[config.mk]
export PLATFORM = sky130hd
export DESIGN_NAME = uart_byte_tx
export DESIGN_NICKNAME = d
export VERILOG_FILES = /design/src/rtl/uart_pkg.sv /design/src/rtl/uart_bit_timer.sv /design/src/rtl/uart_byte_tx.sv
export SDC_FILE = /design/constraint.sdc
export NUM_CORES = 1
export LEC_CHECK = 0
export ABC_AREA = 1
export CORE_MARGIN = 4
export CORE_UTILIZATION = 60
export DETAILED_ROUTE_END_ITERATION = 8
export PLACE_DENSITY = 0.93
export SLEW_MARGIN = 20
export SYNTH_ARGS = -nofsm -noshare
export SYNTH_HDL_FRONTEND = slang
export SYNTH_HIERARCHICAL = 1
export SYNTH_SLANG_ARGS = --single-unit
[constraint.sdc]
create_clock -name clk_out1 -period 4.3 [get_ports clk_out1]
set_input_delay 0.86 -clock clk_out1 [delete_from_list [all_inputs] [get_ports clk_out1]]
set_output_delay 0.86 -clock clk_out1 [all_outputs]
set_load 0.05 [all_outputs]
[src/rtl/uart_pkg.sv]
// Shared types and constants for the byte-wide UART transmitter.
// Holds the frame FSM states and the serial-line idle level.
package uart_pkg;

    typedef enum logic [1:0] {
        ST_IDLE,
        ST_START,
        ST_DATA,
        ST_STOP
    } state_t;

    // 100 MHz clock at 115200 baud.
    localparam int DEFAULT_CLKS_PER_BIT = 868;

    localparam logic IDLE_LEVEL = 1'b1;

endpackage

[src/rtl/uart_bit_timer.sv]
// Bit-period timer: counts 0..CLKS_PER_BIT-1 and strobes bit_end on the last cycle.
// Held at zero while clear is high, so every frame starts on a fresh bit period.
module uart_bit_timer
    import uart_pkg::*;
#(
    parameter int CLKS_PER_BIT = DEFAULT_CLKS_PER_BIT
) (
    input  logic clk_out1,
    input  logic rst,
    input  logic clear,
    output logic bit_end
);

    localparam int CNT_W = (CLKS_PER_BIT > 1) ? $clog2(CLKS_PER_BIT) : 1;
    localparam logic [CNT_W-1:0] LAST = CNT_W'(CLKS_PER_BIT - 1);

    logic [CNT_W-1:0] cnt;

    assign bit_end = !clear && (cnt == LAST);

    // NOTE: sequential state uses non-blocking assignments only, so every
    // register samples pre-edge values regardless of block ordering.
    always_ff @(posedge clk_out1 or negedge rst) begin
        if (!rst) begin
            cnt <= '0;
        end else if (clear || bit_end) begin
            cnt <= '0;
        end else begin
            cnt <= cnt + CNT_W'(1);
        end
    end

endmodule

[src/rtl/uart_byte_tx.sv]
// UART byte transmitter: one-entry holding register in front of a shift-register FSM.
// Back-to-back bytes leave the stop bit straight into the next start bit.
module uart_byte_tx
    import uart_pkg::*;
#(
    parameter int CLKS_PER_BIT = DEFAULT_CLKS_PER_BIT,
    parameter int STOP_BITS    = 1
) (
    input  logic       clk_out1,
    input  logic       rst,
    input  logic [7:0] din,
    input  logic       din_valid,
    output logic       din_ready,
    output logic       tx,
    output logic       busy,
    output logic       frame_done
);

    localparam logic [2:0] LAST_STOP = 3'(STOP_BITS - 1);

    state_t     state, state_d;
    logic [7:0] hold, hold_d;
    logic       hold_full, hold_full_d;
    logic [7:0] shift, shift_d;
    logic [2:0] bit_idx, bit_idx_d;
    logic       tx_q, tx_d;
    logic       bit_end;
    logic       last_stop;
    logic       accept;
    logic       load;

    uart_bit_timer #(
        .CLKS_PER_BIT(CLKS_PER_BIT)
    ) u_timer (
        .clk_out1(clk_out1),
        .rst     (rst),
        .clear   (state == ST_IDLE),
        .bit_end (bit_end)
    );

    assign din_ready  = !hold_full;
    assign accept     = din_valid && !hold_full;
    assign last_stop  = (state == ST_STOP) && bit_end && (bit_idx == LAST_STOP);
    assign frame_done = last_stop;
    assign busy       = (state != ST_IDLE) || hold_full;
    assign tx         = tx_q;

    // NOTE: every signal gets its default before the case, so no path leaves
    // one unassigned and no latch is inferred.
    always_comb begin
        state_d     = state;
        hold_d      = hold;
        hold_full_d = hold_full;
        shift_d     = shift;
        bit_idx_d   = bit_idx;
        load        = 1'b0;

        unique case (state)
            ST_IDLE: begin
                if (hold_full) begin
                    state_d = ST_START;
                    load    = 1'b1;
                end
            end
            ST_START: begin
                if (bit_end) begin
                    state_d   = ST_DATA;
                    bit_idx_d = '0;
                end
            end
            ST_DATA: begin
                if (bit_end) begin
                    shift_d   = {1'b0, shift[7:1]};
                    bit_idx_d = bit_idx + 3'd1;
                    if (bit_idx == 3'd7) begin
                        state_d = ST_STOP;
                    end
                end
            end
            ST_STOP: begin
                if (last_stop) begin
                    bit_idx_d = '0;
                    if (hold_full) begin
                        state_d = ST_START;
                        load    = 1'b1;
                    end else begin
                        state_d = ST_IDLE;
                    end
                end else if (bit_end) begin
                    bit_idx_d = bit_idx + 3'd1;
                end
            end
            default: state_d = ST_IDLE;
        endcase

        // Accept needs an empty holder and load needs a full one, so they never collide.
        if (load) begin
            shift_d     = hold;
            hold_full_d = 1'b0;
        end
        if (accept) begin
            hold_d      = din;
            hold_full_d = 1'b1;
        end

        // The line level is registered from the next state, keeping tx glitch-free.
        unique case (state_d)
            ST_START: tx_d = 1'b0;
            ST_DATA:  tx_d = shift_d[0];
            default:  tx_d = IDLE_LEVEL;
        endcase
    end

    always_ff @(posedge clk_out1 or negedge rst) begin
        if (!rst) begin
            state     <= ST_IDLE;
            hold      <= '0;
            hold_full <= 1'b0;
            shift     <= '0;
            bit_idx   <= '0;
            tx_q      <= IDLE_LEVEL;
        end else begin
            state     <= state_d;
            hold      <= hold_d;
            hold_full <= hold_full_d;
            shift     <= shift_d;
            bit_idx   <= bit_idx_d;
            tx_q      <= tx_d;
        end
    end

endmodule

==> flow_summary_export.csv <==
group,metric,value,unit
route,wl_per_cell,12.3,um
placement,dp_slack,1050,ps
pwr,p_leak,1.10,nW
finish,num_antenna_cells,0,
route,finalWirelength,3.19,mm
finish,nets,248,
yosys,syn_area_per_cell,8.69,sq um
global_routing,grt_usage,0.181,
sta,tightestPinTransition,489,ps
yosys,yosysWarnings,6,
sta,relSlewSlack,0.673,
yosys,synth_seq_cells,33,
route,final_antenna_net_count,0,
clock_tree,cts_htree_levels,2,
finish,drive_gt1_frac,0.183,
worst_setup_path,path_max_fanout,6,
sta,fmax,0.277,GHz
global_routing,grt_first_pass_wirelength,5.65,mm
finish,n_fill_cell,216,
clock_tree,clk_pin_slew,100,ps
run_status,outcome,"finished, final reports clean",
worst_setup_path,worstPathRequired,3440,ps
sta,skew,3.06,ps
floorplanning,core,2810,sq um
route,drc,0,
global_routing,grt_antenna_before_repair,0,
clock_tree,cts.sinks,33,
global_routing,grt-ovfl-total,0,
clock_tree,worstSkewPairLatency,330,ps
clock_tree,cts_buffers,5,
yosys,yosysUniqueCellTypes,28,
finish,multi_input_area,831,sq um
worst_setup_path,reg2regPathDepth,14,
floorplanning,io_pins,15,
floorplanning,floorplan.die_area,3940,sq um
worst_setup_path,end_kind,"output port",
hold_path,holdPathStages,2,
placement,routabilityCongestion,0.852,
floorplanning,rows,19,
flow_run,cap_violations,0,
yosys,seq_area_frac_synth,0.460,
sta,fin_crit,3610,ps
clock_tree,clock_path_buffers,2,
worst_setup_path,cp.arrival,2750,ps
global_routing,grt_pass1_vias,1357,
sta,fin_crit_sh,0.840,
finish,syn_to_final_growth,14.5,%
placement,numPortBuffers,14,
pwr,totalPowerFinal,0.644,mW
yosys,synthesis.nets,227,
placement,placed_area,1970,sq um
route,via_per_inst,5.34,
yosys,syn_area,1800,sq um
route,drt_iter0_markers,70,
worst_setup_path,path_class,"reg2out",
sta,slew_viol_final,0,
sta,setup_violations,0,
sta,rsz0062_at_grt,"false",
sta,fin_ws,690,ps
route,dr.pass1.iters,6,
placement,place_hpwl,2.42,mm
yosys,synthCells,207,
sta,finalHoldViolations,0,
clock_tree,cts_root_buffer,"clkbuf_4",
clock_tree,holdBufCountCts,0,
finish,fin_util,0.734,
clock_tree,post_cts_resized,0,
route,routed-via-count,1389,
floorplanning,start_util,0.641,
finish,final_cell_area,2060,sq um
pwr,p_per_area,313,nW/um^2
pwr,peakVddDrop,0.237,mV
floorplanning,die_w,62.7,um
floorplanning,die_h,62.7,um
clock_tree,cts_tree,"yes",
global_routing,grt_max_degree,34,
sta,finalSetupTns,0,ps
worst_setup_path,start_kind,"flop",
hold_path,min_path_type,"reg2reg",
clock_tree,cts_setup_buffers,0,
finish,regArea,827,sq um
-- sequential cells by signal (all words and copies together) (netlist names) --
register,cells
bit_idx,3
hold,8
hold_full,1
shift,8
state,2
tx,1
u_timer/cnt,10
-- cells by family (layout without fill, tap and decap cells) --
logic type                 after synthesis  in the layout  share of synthesized area
AOI/OAI and AO/OA                       12             12                     0.0452
xor gates and xnor gates                 5              5                     0.0244
adders and majority gates                9              9                     0.0626
buffers and inverters                   35             57                     0.0779
DFF                                     33             33                      0.460
muxes                                    7              7                     0.0438
and+or+nand+nor                        106            106                      0.286
-- synth_stat cells --
cell type / number / area [sq um]
dfstp_2: 1 / 26.3
o21ai_0: 4 / 20.0
xnor2_1: 1 / 8.76
nand3_2: 2 / 20.0
dfrtp_1: 32 / 801
xor2_1: 4 / 35.0
o21ai_2: 2 / 17.5
buf_6: 1 / 11.3
clkinv_2: 1 / 5.00
or2_1: 1 / 6.26
inv_2: 2 / 7.51
nor3_2: 1 / 10.0
o21ai_1: 1 / 5.00
nand2_1: 36 / 135
nand2_2: 9 / 56.3
ha_1: 9 / 113
nor2_1: 19 / 71.3
nand2_4: 2 / 22.5
nand3_1: 25 / 125
nand4_1: 3 / 18.8
a21o_1: 1 / 7.51
inv_1: 31 / 116
nor2_2: 6 / 37.5
or3_1: 1 / 6.26
nor3_1: 1 / 5.00
mux2_2: 7 / 78.8
a21oi_1: 3 / 15.0
o21ai_4: 1 / 16.3
-- per-stage QoR --
stage	hold WS, ps	cells
global placement	472	252
CTS	506	260
global route	536	260
finish	509	260
floorplan	460	207
detailed placement	474	252
-- worst paths after layout --
check,startpoint,endpoint,slack (ps)
worst max-delay path,u_timer/cnt[0]$_DFF_PN0_,frame_done,690
worst min-delay path,hold[6]$_DFFE_PN0P_,shift[6]$_DFFE_PN0P_,510
worst max register to register,u_timer/cnt[0]$_DFF_PN0_,tx$_DFF_PN1_,2090
worst min register to register,hold[6]$_DFFE_PN0P_,shift[6]$_DFFE_PN0P_,510
max in group asynchronous,rst,tx$_DFF_PN1_,3050
min in group asynchronous,rst,u_timer/cnt[5]$_DFF_PN0_,920
-- per-layer routing --
layer,GRT usage,wire length [um],share of wire,up-vias
met5,0,0,0,-
met2,0.318,1620,0.51,25
met1,0.214,1390,0.44,663
li1,-,-,-,693
met3,0.0324,121,0.038,8
met4,0.0826,63,0.020,0
-- where the power goes --
group	total, mW	internal, mW	switching [mW]	leakage (nW)
combinational	0.0533	0.0297	0.0236	0.637
clock	0.237	0.139	0.0984	0.0455
sequential	0.354	0.338	0.0157	0.414
-- layout by cell type (no fill, tap or decap), drive strengths merged --
cell	count
clkbuf	7
nor2	25
nand4	3
dfrtp	32
nor3	2
clkinv	1
inv	33
buf	1
or3	1
ha	9
clkdlybuf4s50	14
dfstp	1
a21oi	3
a21o	1
xnor2	1
nand2	47
nand3	27
o21ai	8
mux2	7
bufinv	1
xor2	4
or2	1
-- critical path, cell delays in order (launching register included) --
cell and delay, ps:
dfrtp_1 410, ha_1 240, nand2_1 90, nor2_2 110, nand3_2 90, nor2_1 330, inv_2 70, nor2_2 130
nand2_2 90, inv_1 60, clkdlybuf4s50_1 790
-- layout make-up --
class / count / share of cell area
multi-input cells: 139 / 0.404
flip-flops and latches: 33 / 0.402
repair buffers: 15 / 0.0717
inverters: 34 / 0.0626
clock buffers: 7 / 0.0267
well taps: 31 / 0.0188
clock inverters: 1 / 0.0146
(Power assumes the default switching activity.)
==> variant 1 (same flow settings) <==
Re-encode `state_t` (4 states) as Gray code, 2 bits wide.
--- a/src/rtl/uart_pkg.sv
+++ b/src/rtl/uart_pkg.sv
@@ -3,10 +3,10 @@
 package uart_pkg;
 
     typedef enum logic [1:0] {
-        ST_IDLE,
-        ST_START,
-        ST_DATA,
-        ST_STOP
+        ST_IDLE  = 2'b00,
+        ST_START = 2'b01,
+        ST_DATA  = 2'b11,
+        ST_STOP  = 2'b10
     } state_t;
 
     // 100 MHz clock at 115200 baud.
Function: no difference found for any inputs over 10 cycles, from zero or initial values and one cycle with rst low; not proved beyond that.
==> variant 1 against the unedited design <==
  * Wire length shrank 11%
  * Global-route usage up 1.4 points
  * Via count decreased by 9.4%
  * Worst setup slack better by 0.021 ns
  * Synthesized area decreased by 7.5%
  * Power fell by 12%
  * Sequential cell count unchanged
  * Cell area shrank 8.1%
==> variant 1: results (changes against the unedited design) <==
* Clk pin slew, worst setup/hold paths at 0.08 ns (-0.02 ns)
* CTS buffer count at 5 (unchanged)
* Pre-CTS setup slack at 1.045 ns (-0.01013 ns)
* FF-to-FF setup slack at 2.22 ns (+0.13 ns)
* Top cells by area, synth: dfrtp_1 48%, nand2_1 9.7%, nand3_2 6.0%, inv_1 5.0%, mux2_2 4.7%
* Routability cong. at 0.8659 (+1.6%)
* Top cells by count, synth: 43 x nand2_1, 32 x dfrtp_1, 22 x inv_1, 16 x nor2_1, 14 x nand3_1
* WP data arrival at 2.73 ns (-0.02 ns)
* Leak pwr at 0.9841 nW (-10%)
* Syn Nets at 198 (-13%)
* Status: finished, final reports clean
* Wire length on met2 at 1465 µm (-9.3%)
* Setup repair bufs after CTS at 0 (unchanged)
* Peak VDD IR at 0.3449 mV (+45%)
* Root Buffer: clkbuf_4
* DRT met1 WL at 1175 µm (-16%)
* RR Endpoint: hold_full$_DFFE_PN0P_
* Drt via density at 5.380 (+0.71%)
* Number of DRC markers in iteration 0 at 41 (-41%)
* GRT Resource Usage Total at 19.55% (+1.4 points)
* Switching share of total power at 21.72% (+0.36 points)
* Crit path from: u_timer/cnt[0]$_DFF_PN0_
* Tcrit/Tclk final at 83.47% (-0.48 points)
* Main synth FF type: dfrtp_1
* Global-route wire length before repair at 5223 µm (-7.6%)
* Layout cells sized above 1 at 18.14% (-0.20 points)
* Filler cell count at 184 (-15%)
* DP Wirelength at 2188 µm (-9.7%)
* Worst reg2reg path depth at 12 (-2)
* Min-delay worst type: flop to flop
* Vias in the first global route at 1284 (-5.4%)
* Post-synth cell types at 27 (-3.6%)
* Met3 WL post-DR at 162 µm (+34%)
* Yosys warns at 6 (unchanged)
* Worst hold start: hold[2]$_DFFE_PN0P_
* 1st-pass router iterations at 4 (-2)
* Post-synthesis sequential area ratio at 49.74% (+3.7 points)
* Final net count at 219 (-12%)
* Drt total wl at 2852 µm (-11%)
* Clk_skew at 0.003666 ns (+0.0006009 ns)
* IO Port Bufs at 14 (unchanged)
* Rel. slew slack at 66.63% (-0.66 points)
-- variant 1: power by group through the flow --
stage / clock network (mW) / registers (mW) / logic, mW
detailed placement: 0 / 0.358 / 0.0527
finish: 0.165 / 0.352 / 0.0516
CTS: 0.175 / 0.352 / 0.0529
floorplan: 0 / 0.353 / 0.0304
global route: 0.190 / 0.355 / 0.0577
global placement: 0 / 0.356 / 0.0490
-- variant 1: critical path, cell delays in order, from the launching register on --
cell	delay (ns)
dfrtp_1	0.42
ha_1	0.24
nand2_1	0.08
nor2_2	0.11
nand3_2	0.10
nor2_1	0.30
nand2_1	0.11
inv_2	0.11
nand3_2	0.08
inv_1	0.06
clkdlybuf4s50_1	0.79
-- variant 1: cells by family after synthesis --
family	count (synthesis)	share of synthesized area (%)
and+or+nand+nor	101	30.85
DFF	33	49.74
buffers and inverters	25	6.396
AOI/OAI and AO/OA	9	3.160
muxes	7	4.741
xor gates and xnor gates	4	2.107
adders and majority gates	4	3.010
-- variant 1: per-layer routing --
metal  global-route usage, %  up-vias
met4                   8.050        0
met5                       0        -
met1                   21.32      590
met2                   33.44       40
li1                        -      625
met3                   8.298        4
-- variant 1: worst min-delay path by stage --
| stage | to | cells past startpoint |
|---|---|---|
| final | shift[2]$_DFFE_PN0P_ | 2 |
| after global routing | shift[6]$_DFFE_PN0P_ | 2 |
| after CTS | shift[2]$_DFFE_PN0P_ | 2 |
| after detailed placement | shift[7]$_DFFE_PN0P_ | 2 |
| after global placement | shift[7]$_DFFE_PN0P_ | 2 |
| after floorplan | shift[7]$_DFFE_PN0P_ | 2 |
-- variant 1: per-stage QoR --
step	area [µm²]	util, %	std cells	hold WS [ns]
finish	1892	73.68	234	0.5009
global route	1892	73.68	234	0.5300
CTS	1892	73.68	234	0.5050
detailed placement	1837	71.54	227	0.4600
global placement	1837	71.54	227	0.4574
floorplan	1663	-	183	0.4436
-- variant 1: final cells by class --
type                            instances  share of cell area [%]
Sequential cell                        33                   43.72
Multi-Input combinational cell        125                   38.56
Timing Repair Buffer                   15                   7.804
Inverter                               24                   5.026
Clock buffer                            7                   2.910
Tap cell                               30                   1.984
==> variant 2 (same flow settings) <==
Without the edit above. `DEFAULT_CLKS_PER_BIT`: 868 -> 1736.
--- a/src/rtl/uart_pkg.sv
+++ b/src/rtl/uart_pkg.sv
@@ -10,7 +10,7 @@
     } state_t;
 
     // 100 MHz clock at 115200 baud.
-    localparam int DEFAULT_CLKS_PER_BIT = 868;
+    localparam int DEFAULT_CLKS_PER_BIT = 1736;
 
     localparam logic IDLE_LEVEL = 1'b1;
 
Function: same outputs for any inputs over 10 cycles, from zero or initial values and one cycle with rst low; that may be too few to reach the edited logic, so the function may still have changed.
==> variant 2 against the unedited design <==
  * Power is 10% lower
  * Worst setup slack worse by 0.048 ns
  * Combinational power is 3% lower
  * Sequential cell count is 1 higher
  * Cell area is 0.67% higher
  * Die area is 2.3% higher
  * Highest routed layer unchanged
  * Wire length is 0.91% lower
  * Fmax is 1.3% lower
  * Register-to-register slack worse by 0.02 ns
  * Critical path depth stayed put
  * Critical endpoint unchanged
  * Clock skew is 0.015 ns higher
  * Non-clock buffer count stayed put
  * Synthesized area is 2.6% higher
==> variant 2: results (changes against the unedited design) <==
* Slowest stage delay, CP at 0.79 ns (about the same)
* Comb pwr at 51.8 µW (-3%)
* Status: finished, final reports clean
* Global-route wire length before repair at 5644 µm (-0.12%)
* Biggest regs: u_timer/cnt: 11 flops, hold: 8 flops, shift: 8 flops
* Met1 Resource Use GR at 22.89% (+1.4 points)
* DR vias at 1400 (+0.79%)
* Syn Nets at 230 (+1.3%)
* Top cells by count, synth: 37 x nand2_1, 33 x dfrtp_1, 29 x nand3_1, 27 x inv_1, 22 x nor2_1
* GRT Resource Usage Total at 17.93% (-0.19 points)
* Largest delay share family, worst path: buffers and inverters
* Layout cells sized above 1 at 18.53% (+0.19 points)
* Met3 usage in global routing at 6.217% (+3.0 points)
* Post-synthesis sequential area ratio at 46.17% (+0.17 points)
* Wire length on met2 at 1504 µm (-6.9%)
* Vias in the first global route at 1308 (-3.6%)
* Post-synth cell types at 27 (-3.6%)
* Routability cong. at 0.8947 (+5.0%)
* Top cells by area, synth: dfrtp_1 45%, nand3_1 7.9%, nand2_1 7.5%, ha_1 6.1%, inv_1 5.5%
* Internal at 439.2 µW (-13%)
* Met3 WL post-DR at 115 µm (-5.0%)
* Number of DRC markers in iteration 0 at 63 (-10%)
* Clk_skew at 0.01804 ns (+0.01498 ns)
* M2 GR Usage at 27.77% (-4.1 points)
* Largest net degree at the start of global routing at 35 (+2.9%)
* Mapped Cells at 210 (+1.4%)
* Final net count at 251 (+1.2%)
* WP data arrival at 2.80 ns (+0.05 ns)
* Drt total wl at 3164 µm (-0.91%)
* Peak VDD IR at 0.2477 mV (+4.5%)
* Leak pwr at 1.051 nW (-4.1%)
* 1st-pass router iterations at 4 (-2)
* Placed cell area at 2021 µm² (+2.4%)
* DP Wirelength at 2386 µm (-1.5%)
* ANT cells at 0 (unchanged)
* Cell Count, Final, Fillers Out at 263 (+1.2%)
* DRT met1 WL at 1492 µm (+7.3%)
* Rel. slew slack at 67.13% (-0.15 points)
* Clock power frac at 28.5% (-8.3 points)
* Filler cell count at 218 (+0.93%)
## variant 2: cell types whose count changed after synthesis, moves of 2 or more
cell,delta
nand4_1,-3
nand3_1,+4
nor2_2,-2
inv_1,-4
nor2_1,+3
nor2_4,+2
## variant 2: per-stage QoR
stage	power [mW]	setup WS, ns
final	0.5796	0.6420
after global routing	0.6049	0.4601
after CTS	0.5845	0.6340
after detailed placement	0.4214	1.014
after global placement	0.4174	1.094
after floorplan	0.3949	1.682
## variant 2: worst paths after layout
| kind | startpoint | to | slack [ns] | cells after the start |
|---|---|---|---|---|
| setup / recovery | u_timer/cnt[0]$_DFF_PN0_ | frame_done | 0.64 | 10 |
| hold / removal | u_timer/cnt[0]$_DFF_PN0_ | u_timer/cnt[0]$_DFF_PN0_ | 0.49 | 1 |
| setup reg to reg | u_timer/cnt[0]$_DFF_PN0_ | tx$_DFF_PN1_ | 2.07 | 14 |
| hold reg to reg | u_timer/cnt[0]$_DFF_PN0_ | u_timer/cnt[0]$_DFF_PN0_ | 0.49 | 1 |
| max in group asynchronous | rst | tx$_DFF_PN1_ | 3.06 | 2 |
| min in group asynchronous | rst | shift[5]$_DFFE_PN0P_ | 0.92 | 2 |
## variant 2: final cells by class
cell class	instances	area (µm²)	share of cell area, %
Timing Repair Buffer	15	147.6	7.126
Inverter	30	113.9	5.495
Clock buffer	6	41.29	1.993
Tap cell	31	38.79	1.872
Clock inverter	2	10.01	0.4831
Multi-Input combinational cell	145	868.3	41.91
Sequential cell	34	852.1	41.12
## variant 2: cell families (layout without fill, tap and decap cells)
kind of cell    after synthesis  in the layout  share of synthesized area (%)
compound gates               12             12                          4.475
xor+xnor                      6              6                          2.847
fa+ha+maj                     9              9                          6.102
buf+inv                      31             53                          6.780
flops                        34             34                          46.17
mux                           7              7                          4.271
simple gates                111            111                          29.36
